### config.mk
export PLATFORM = sky130hd
export DESIGN_NAME = mem_wb_pipe_flat
export DESIGN_NICKNAME = d
export VERILOG_FILES = /design/src/rtl/rv_pipe_pkg.sv /design/src/rtl/mem_wb_pipe_if.sv /design/src/rtl/pipe_skid_slot.sv /design/src/rtl/mem_wb_pipe.sv /design/src/flat_wrapper.sv
export SDC_FILE = /design/constraint.sdc
export NUM_CORES = 1
export LEC_CHECK = 0
export BUFFER_PORTS_ARGS = -buffer_cell sky130_fd_sc_hd__buf_2
export CAP_MARGIN = 0
export CORE_AREA = 2 2 133 135
export CTS_BUF_LIST = sky130_fd_sc_hd__clkbuf_16
export CTS_CLUSTER_SIZE = 8
export DETAILED_ROUTE_END_ITERATION = 16
export DIE_AREA = 0 0 135 137
export PLACE_DENSITY = 0.72
export SYNTH_ARGS = -nofsm -noshare
export SYNTH_HDL_FRONTEND = slang
export SYNTH_SLANG_ARGS = --single-unit
export TNS_END_PERCENT = 30
### constraint.sdc
create_clock -name clk -period 1.5 [get_ports clk]
set_input_delay 0.075 -clock clk [delete_from_list [all_inputs] [get_ports clk]]
set_output_delay 0.075 -clock clk [all_outputs]
set_load 0.01 [all_outputs]
### src/rtl/rv_pipe_pkg.sv
// Shared pipeline types and constants for the RISC-V core pipeline registers.
package rv_pipe_pkg;

  localparam int RV_XLEN = 64;
  localparam int RV_RD_W = 5;

  typedef struct packed {
    logic               regwrite;
    logic               memtoreg;
    logic [RV_XLEN-1:0] alures;
    logic [RV_XLEN-1:0] readmem;
    logic [RV_RD_W-1:0] rd;
  } mem_wb_t;

  // Flattened width of a MEM/WB bundle for arbitrary XLEN/RD_W.
  function automatic int mem_wb_width(int xlen, int rd_w);
    return 2 + 2 * xlen + rd_w;
  endfunction

endpackage

### src/rtl/mem_wb_pipe_if.sv
// MEM/WB handshake bundle: MEM-side input bundle, write-back-side head bundle and flush.
interface mem_wb_pipe_if
  import rv_pipe_pkg::*;
#(
  parameter int XLEN = RV_XLEN,
  parameter int RD_W = RV_RD_W
);
  logic            flush;
  logic            in_valid;
  logic            in_ready;
  logic            regwrite;
  logic            memtoreg;
  logic [XLEN-1:0] alures;
  logic [XLEN-1:0] readmem;
  logic [RD_W-1:0] rd;
  logic            out_valid;
  logic            out_ready;
  logic            regwriteout;
  logic            memtoregout;
  logic [XLEN-1:0] aluresout;
  logic [XLEN-1:0] readmemout;
  logic [RD_W-1:0] rdout;
  logic [XLEN-1:0] wb_data;
  logic            wb_we;

  modport master (
    output flush, in_valid, regwrite, memtoreg, alures, readmem, rd, out_ready,
    input  in_ready, out_valid, regwriteout, memtoregout, aluresout, readmemout,
           rdout, wb_data, wb_we
  );

  modport slave (
    input  flush, in_valid, regwrite, memtoreg, alures, readmem, rd, out_ready,
    output in_ready, out_valid, regwriteout, memtoregout, aluresout, readmemout,
           rdout, wb_data, wb_we
  );

endinterface

### src/rtl/pipe_skid_slot.sv
// Generic valid+payload register slot; clear beats load, idle holds.
module pipe_skid_slot #(
  parameter int W = 8
) (
  input  logic         clk,
  input  logic         reset,
  input  logic         load,
  input  logic         clear,
  input  logic [W-1:0] din,
  output logic         vld,
  output logic [W-1:0] dout
);

  // Clear drops only the valid bit; the payload keeps its last value.
  always_ff @(posedge clk) begin
    if (reset) begin
      vld  <= 1'b0;
      dout <= '0;
    end else if (clear) begin
      vld  <= 1'b0;
    end else if (load) begin
      vld  <= 1'b1;
      dout <= din;
    end
  end

endmodule

### src/rtl/mem_wb_pipe.sv
// MEM/WB pipeline stage with valid/ready, stall, flush and write-back select.
// Define MEM_WB_SKID_EN for a registered in_ready backed by a second (skid) slot.
module mem_wb_pipe
  import rv_pipe_pkg::*;
#(
  parameter int XLEN = RV_XLEN,
  parameter int RD_W = RV_RD_W
) (
  input logic          clk,
  input logic          reset,
  mem_wb_pipe_if.slave bus
);

  localparam int PW = mem_wb_width(XLEN, RD_W);

  logic [PW-1:0] in_pl;
  logic [PW-1:0] head_din;
  logic [PW-1:0] head_dout;
  logic          head_vld;
  logic          head_load;
  logic          head_clear;
  logic          in_xfer;
  logic          out_xfer;

  assign in_pl    = {bus.regwrite, bus.memtoreg, bus.alures, bus.readmem, bus.rd};
  assign in_xfer  = bus.in_valid & bus.in_ready;
  assign out_xfer = head_vld & bus.out_ready;

`ifdef MEM_WB_SKID_EN
  logic [PW-1:0] skid_dout;
  logic          skid_vld;
  logic          skid_load;
  logic          skid_clear;

  // in_ready comes straight from the skid valid flop, so it is registered.
  assign bus.in_ready = ~skid_vld;

  // Head refills from skid first; otherwise from input when it is free or draining.
  assign head_load  = (out_xfer & skid_vld) | (in_xfer & (~head_vld | bus.out_ready));
  assign head_din   = skid_vld ? skid_dout : in_pl;
  assign head_clear = bus.flush | (out_xfer & ~head_load);

  assign skid_load  = in_xfer & head_vld & ~bus.out_ready;
  assign skid_clear = bus.flush | out_xfer;

  pipe_skid_slot #(.W(PW)) u_skid (
    .clk   (clk),
    .reset (reset),
    .load  (skid_load),
    .clear (skid_clear),
    .din   (in_pl),
    .vld   (skid_vld),
    .dout  (skid_dout)
  );
`else
  assign bus.in_ready = bus.out_ready | ~head_vld;
  assign head_load    = in_xfer;
  assign head_din     = in_pl;
  assign head_clear   = bus.flush | (out_xfer & ~in_xfer);
`endif

  pipe_skid_slot #(.W(PW)) u_head (
    .clk   (clk),
    .reset (reset),
    .load  (head_load),
    .clear (head_clear),
    .din   (head_din),
    .vld   (head_vld),
    .dout  (head_dout)
  );

  // Head register to write-back outputs
  assign bus.out_valid = head_vld;
  assign {bus.regwriteout, bus.memtoregout, bus.aluresout, bus.readmemout, bus.rdout} = head_dout;

  assign bus.wb_data = bus.memtoregout ? bus.readmemout : bus.aluresout;
  assign bus.wb_we   = bus.out_valid & bus.out_ready & bus.regwriteout & (bus.rdout != '0);

endmodule

### src/flat_wrapper.sv
// flat-port wrapper written by rule: the top's interface ports become plain ports
module mem_wb_pipe_flat import rv_pipe_pkg::*;
#(
  parameter int XLEN = RV_XLEN,
  parameter int RD_W = RV_RD_W
)
  (clk, reset, bus_flush, bus_in_valid, bus_regwrite, bus_memtoreg, bus_alures, bus_readmem, bus_rd, bus_out_ready, bus_in_ready, bus_out_valid, bus_regwriteout, bus_memtoregout, bus_aluresout, bus_readmemout, bus_rdout, bus_wb_data, bus_wb_we);
  mem_wb_pipe_if #(.XLEN(XLEN), .RD_W(RD_W)) bus_i ();
  input logic clk;
  input logic reset;
  input wire logic [$bits(bus_i.flush)-1:0] bus_flush;
  input wire logic [$bits(bus_i.in_valid)-1:0] bus_in_valid;
  input wire logic [$bits(bus_i.regwrite)-1:0] bus_regwrite;
  input wire logic [$bits(bus_i.memtoreg)-1:0] bus_memtoreg;
  input wire logic [$bits(bus_i.alures)-1:0] bus_alures;
  input wire logic [$bits(bus_i.readmem)-1:0] bus_readmem;
  input wire logic [$bits(bus_i.rd)-1:0] bus_rd;
  input wire logic [$bits(bus_i.out_ready)-1:0] bus_out_ready;
  output wire logic [$bits(bus_i.in_ready)-1:0] bus_in_ready;
  output wire logic [$bits(bus_i.out_valid)-1:0] bus_out_valid;
  output wire logic [$bits(bus_i.regwriteout)-1:0] bus_regwriteout;
  output wire logic [$bits(bus_i.memtoregout)-1:0] bus_memtoregout;
  output wire logic [$bits(bus_i.aluresout)-1:0] bus_aluresout;
  output wire logic [$bits(bus_i.readmemout)-1:0] bus_readmemout;
  output wire logic [$bits(bus_i.rdout)-1:0] bus_rdout;
  output wire logic [$bits(bus_i.wb_data)-1:0] bus_wb_data;
  output wire logic [$bits(bus_i.wb_we)-1:0] bus_wb_we;
  assign bus_i.flush = bus_flush;
  assign bus_i.in_valid = bus_in_valid;
  assign bus_i.regwrite = bus_regwrite;
  assign bus_i.memtoreg = bus_memtoreg;
  assign bus_i.alures = bus_alures;
  assign bus_i.readmem = bus_readmem;
  assign bus_i.rd = bus_rd;
  assign bus_i.out_ready = bus_out_ready;
  assign bus_in_ready = bus_i.in_ready;
  assign bus_out_valid = bus_i.out_valid;
  assign bus_regwriteout = bus_i.regwriteout;
  assign bus_memtoregout = bus_i.memtoregout;
  assign bus_aluresout = bus_i.aluresout;
  assign bus_readmemout = bus_i.readmemout;
  assign bus_rdout = bus_i.rdout;
  assign bus_wb_data = bus_i.wb_data;
  assign bus_wb_we = bus_i.wb_we;
  mem_wb_pipe #(.XLEN(XLEN), .RD_W(RD_W)) u_core (.clk(clk), .reset(reset), .bus(bus_i));
endmodule
==> metrics <==
status=finished, violations left; Die X-Extent=135 um; CP Data Arrival Time=1.55 ns; met3 GRT Util=6.41%; core area=0.0171 mm^2; share of cells above drive strength 1=39.6%; Psw=2.53 mW; total power=9.79 mW; # fillers=1318; violated checks=negative setup slack; Layout Nets=1263; synthesis warning total=0; count of different cell masters after synthesis=16; CTS Sinks=136; post-DP HPWL=13100 um; Setup Total Neg Slack=-5.04 ns; vias in the first global route=5946; CTS max path bufs=2; Clock power frac=41.7%; VDD IR max=0.737 mV; Worst Skew=0.00443 ns; Final Hold Viols=0; Critical Path Source Type=register; GR peak layer=met2; Synth Cell Area=0.00684 mm^2; Cells after Synth=666; routability cong.=0.774; sequential-to-total area share from yosys stat=39.8%; post-route ant nets=0; fmax=0.615 GHz; synthesis-stage register bit count=136; PortBufs=341; drt total wl=20000 um; syn_area_per_cell=10.3 um^2; first-pass GRT wire length=29900 um; initial antenna violation count=0; Power Density=913 mW/mm^2; post-route minimum period=1.62 ns; max cap viols=0; io pins=342; drt pass-1 iters=4; Post-route DRC=0; WL/cell=14.7 um; Setup-failing EPs final=64; largest net degree at the start of global routing=117; logic gate share of total power=17.7%; Syn-to-layout area delta=56.6%; sw frac=25.9%; P_leak=5.03 nW; post-route setup slack=-0.125 ns; CP max FO=34; Root Driver=clkbuf_16; vias=6217; sequential share of power=40.6%; Crit. End Element=primary output; Avg Vias per Cell=4.57; met1 GRT Util=23.2%; Die Ht=137 um; WP data required=1.42 ns; critical setup path kind=reg2out; H-Tree Depth=4; Initial Utilization=40.1%; Int Pwr=7.26 mW; Total GRT Usage=20.5%; n_diodes=0; worst min path class=in2reg; Worst-Skew Late Latency=0.41 ns; GRT overflow=0; Slew @ Worst Pin=0.372 ns; std cell rows=48; worst hold slack=0.125 ns; Final Slew Violations=0; RSZ-0062 raised after global routing=yes; TritonCTS buffer count=17; met2 usage=37.1%; 1st-iter DRT viols=225; clk slew on worst S/H paths=0.06 ns; final worst-path cycle share=108%; total die area=0.0185 mm^2; CTS tree=built; Synthesized Nets=806; Rel. slew slack=75.2%
==> worst paths after layout <==
check                     startpoint                     end  slack [ns]  cells past startpoint
max reg2reg        u_core.u_head.vld  u_core.u_head.dout[15]        0.07                      4
max          u_core.u_head.dout[133]         bus_wb_data[19]       -0.12                      3
min reg2reg   u_core.u_head.dout[25]  u_core.u_head.dout[25]        0.48                      2
min                            reset  u_core.u_head.dout[11]        0.12                      3
==> layer usage <==
metal	part of all wire, %	up-vias
met5	0	-
met4	1.4	0
met3	6.8	21
met2	51	231
met1	41	2856
li1	-	3109
==> synth_stat cells <==
master / instances / area [um^2]
nor3_1: 2 / 10.0
nor3b_2: 1 / 12.5
buf_8: 5 / 75.1
inv_1: 1 / 3.75
nor2_1: 2 / 7.51
a21oi_1: 1 / 5.00
mux2_2: 64 / 721
nor2b_4: 1 / 13.8
dfxtp_1: 136 / 2720
mux2i_1: 135 / 1350
buf_2: 8 / 40.0
buf_6: 1 / 11.3
nand3_1: 1 / 5.00
nand2b_1: 270 / 1690
clkbuf_1: 29 / 109
buf_4: 9 / 67.6
==> registers in the layout (all words and copies together), names as in the netlist <==
register            flops
u_core.u_head.dout    135
u_core.u_head.vld       1
==> power by group through the flow <==
stage	clock [mW]	sequential [mW]	combinational, mW
6_report	4.09	3.97	1.73
5_1_grt	4.36	3.99	1.87
4_1_cts	4.20	3.97	1.71
3_5_place_dp	0	4.04	1.42
3_3_place_gp	0	4.04	1.41
2_1_floorplan	0	4.09	0.775
==> cell families (layout without fill, tap and decap cells) <==
kind of cell / Yosys count / after routing / share of synthesized area, %
AO/OA/AOI/OAI: 1 / 1 / 0.0731
flip-flops: 136 / 136 / 39.8
buffers and inverters: 53 / 523 / 4.48
AND/OR/NAND/NOR: 277 / 277 / 25.4
multiplexers: 199 / 199 / 30.3
==> repair_timing <==
action                                 in CTS  in global routing
hold buffers                              137                  0
setup endpoints to repair                  64                107
setup buffers                               0                  0
endpoints found under the hold margin     136                  0
resized for setup                           2                  6
==> per-stage QoR <==
step	area [um^2]	setup slack (ns)	instances	utilization (%)
after floorplan	6840	0.176	666	-
after global placement	8730	0.127	1192	51.2
after detailed placement	8730	0.0775	1192	51.2
after CTS	10700	-0.129	1361	62.7
after global routing	10700	-0.161	1361	62.8
final	10700	-0.125	1361	62.8
==> cells in the final DEF (no fill, tap or decap), types with 4 or more instances in the layout <==
cell | synthesis | layout
buf_2 | 8 | 338
nand2b_1 | 270 | 270
dlygate4sd3_1 | 0 | 137
mux2i_1 | 135 | 135
dfxtp_1 | 136 | 134
mux2_2 | 64 | 62
clkbuf_16 | 0 | 18
buf_12 | 0 | 7
clkinv_4 | 0 | 4
buf_6 | 1 | 4
==> worst max-delay path: stages (launching register included) <==
cell     delay [ns]
dfxtp_4        0.37
buf_12         0.21
mux2_2         0.39
buf_2          0.15
==> cell type report <==
cell class                      instances  area (um^2)  share of cell area [%]
Clock inverter                         15          155                    1.45
Multi-Input combinational cell        477         3830                    35.7
Timing Repair Buffer                  490         3300                    30.7
Sequential cell                       136         2730                    25.4
Tap cell                              225          282                    2.63
Inverter                                1         3.75                  0.0350
Clock buffer                           17          425                    3.97
Note: power is estimated with default switching activity, not from simulation.
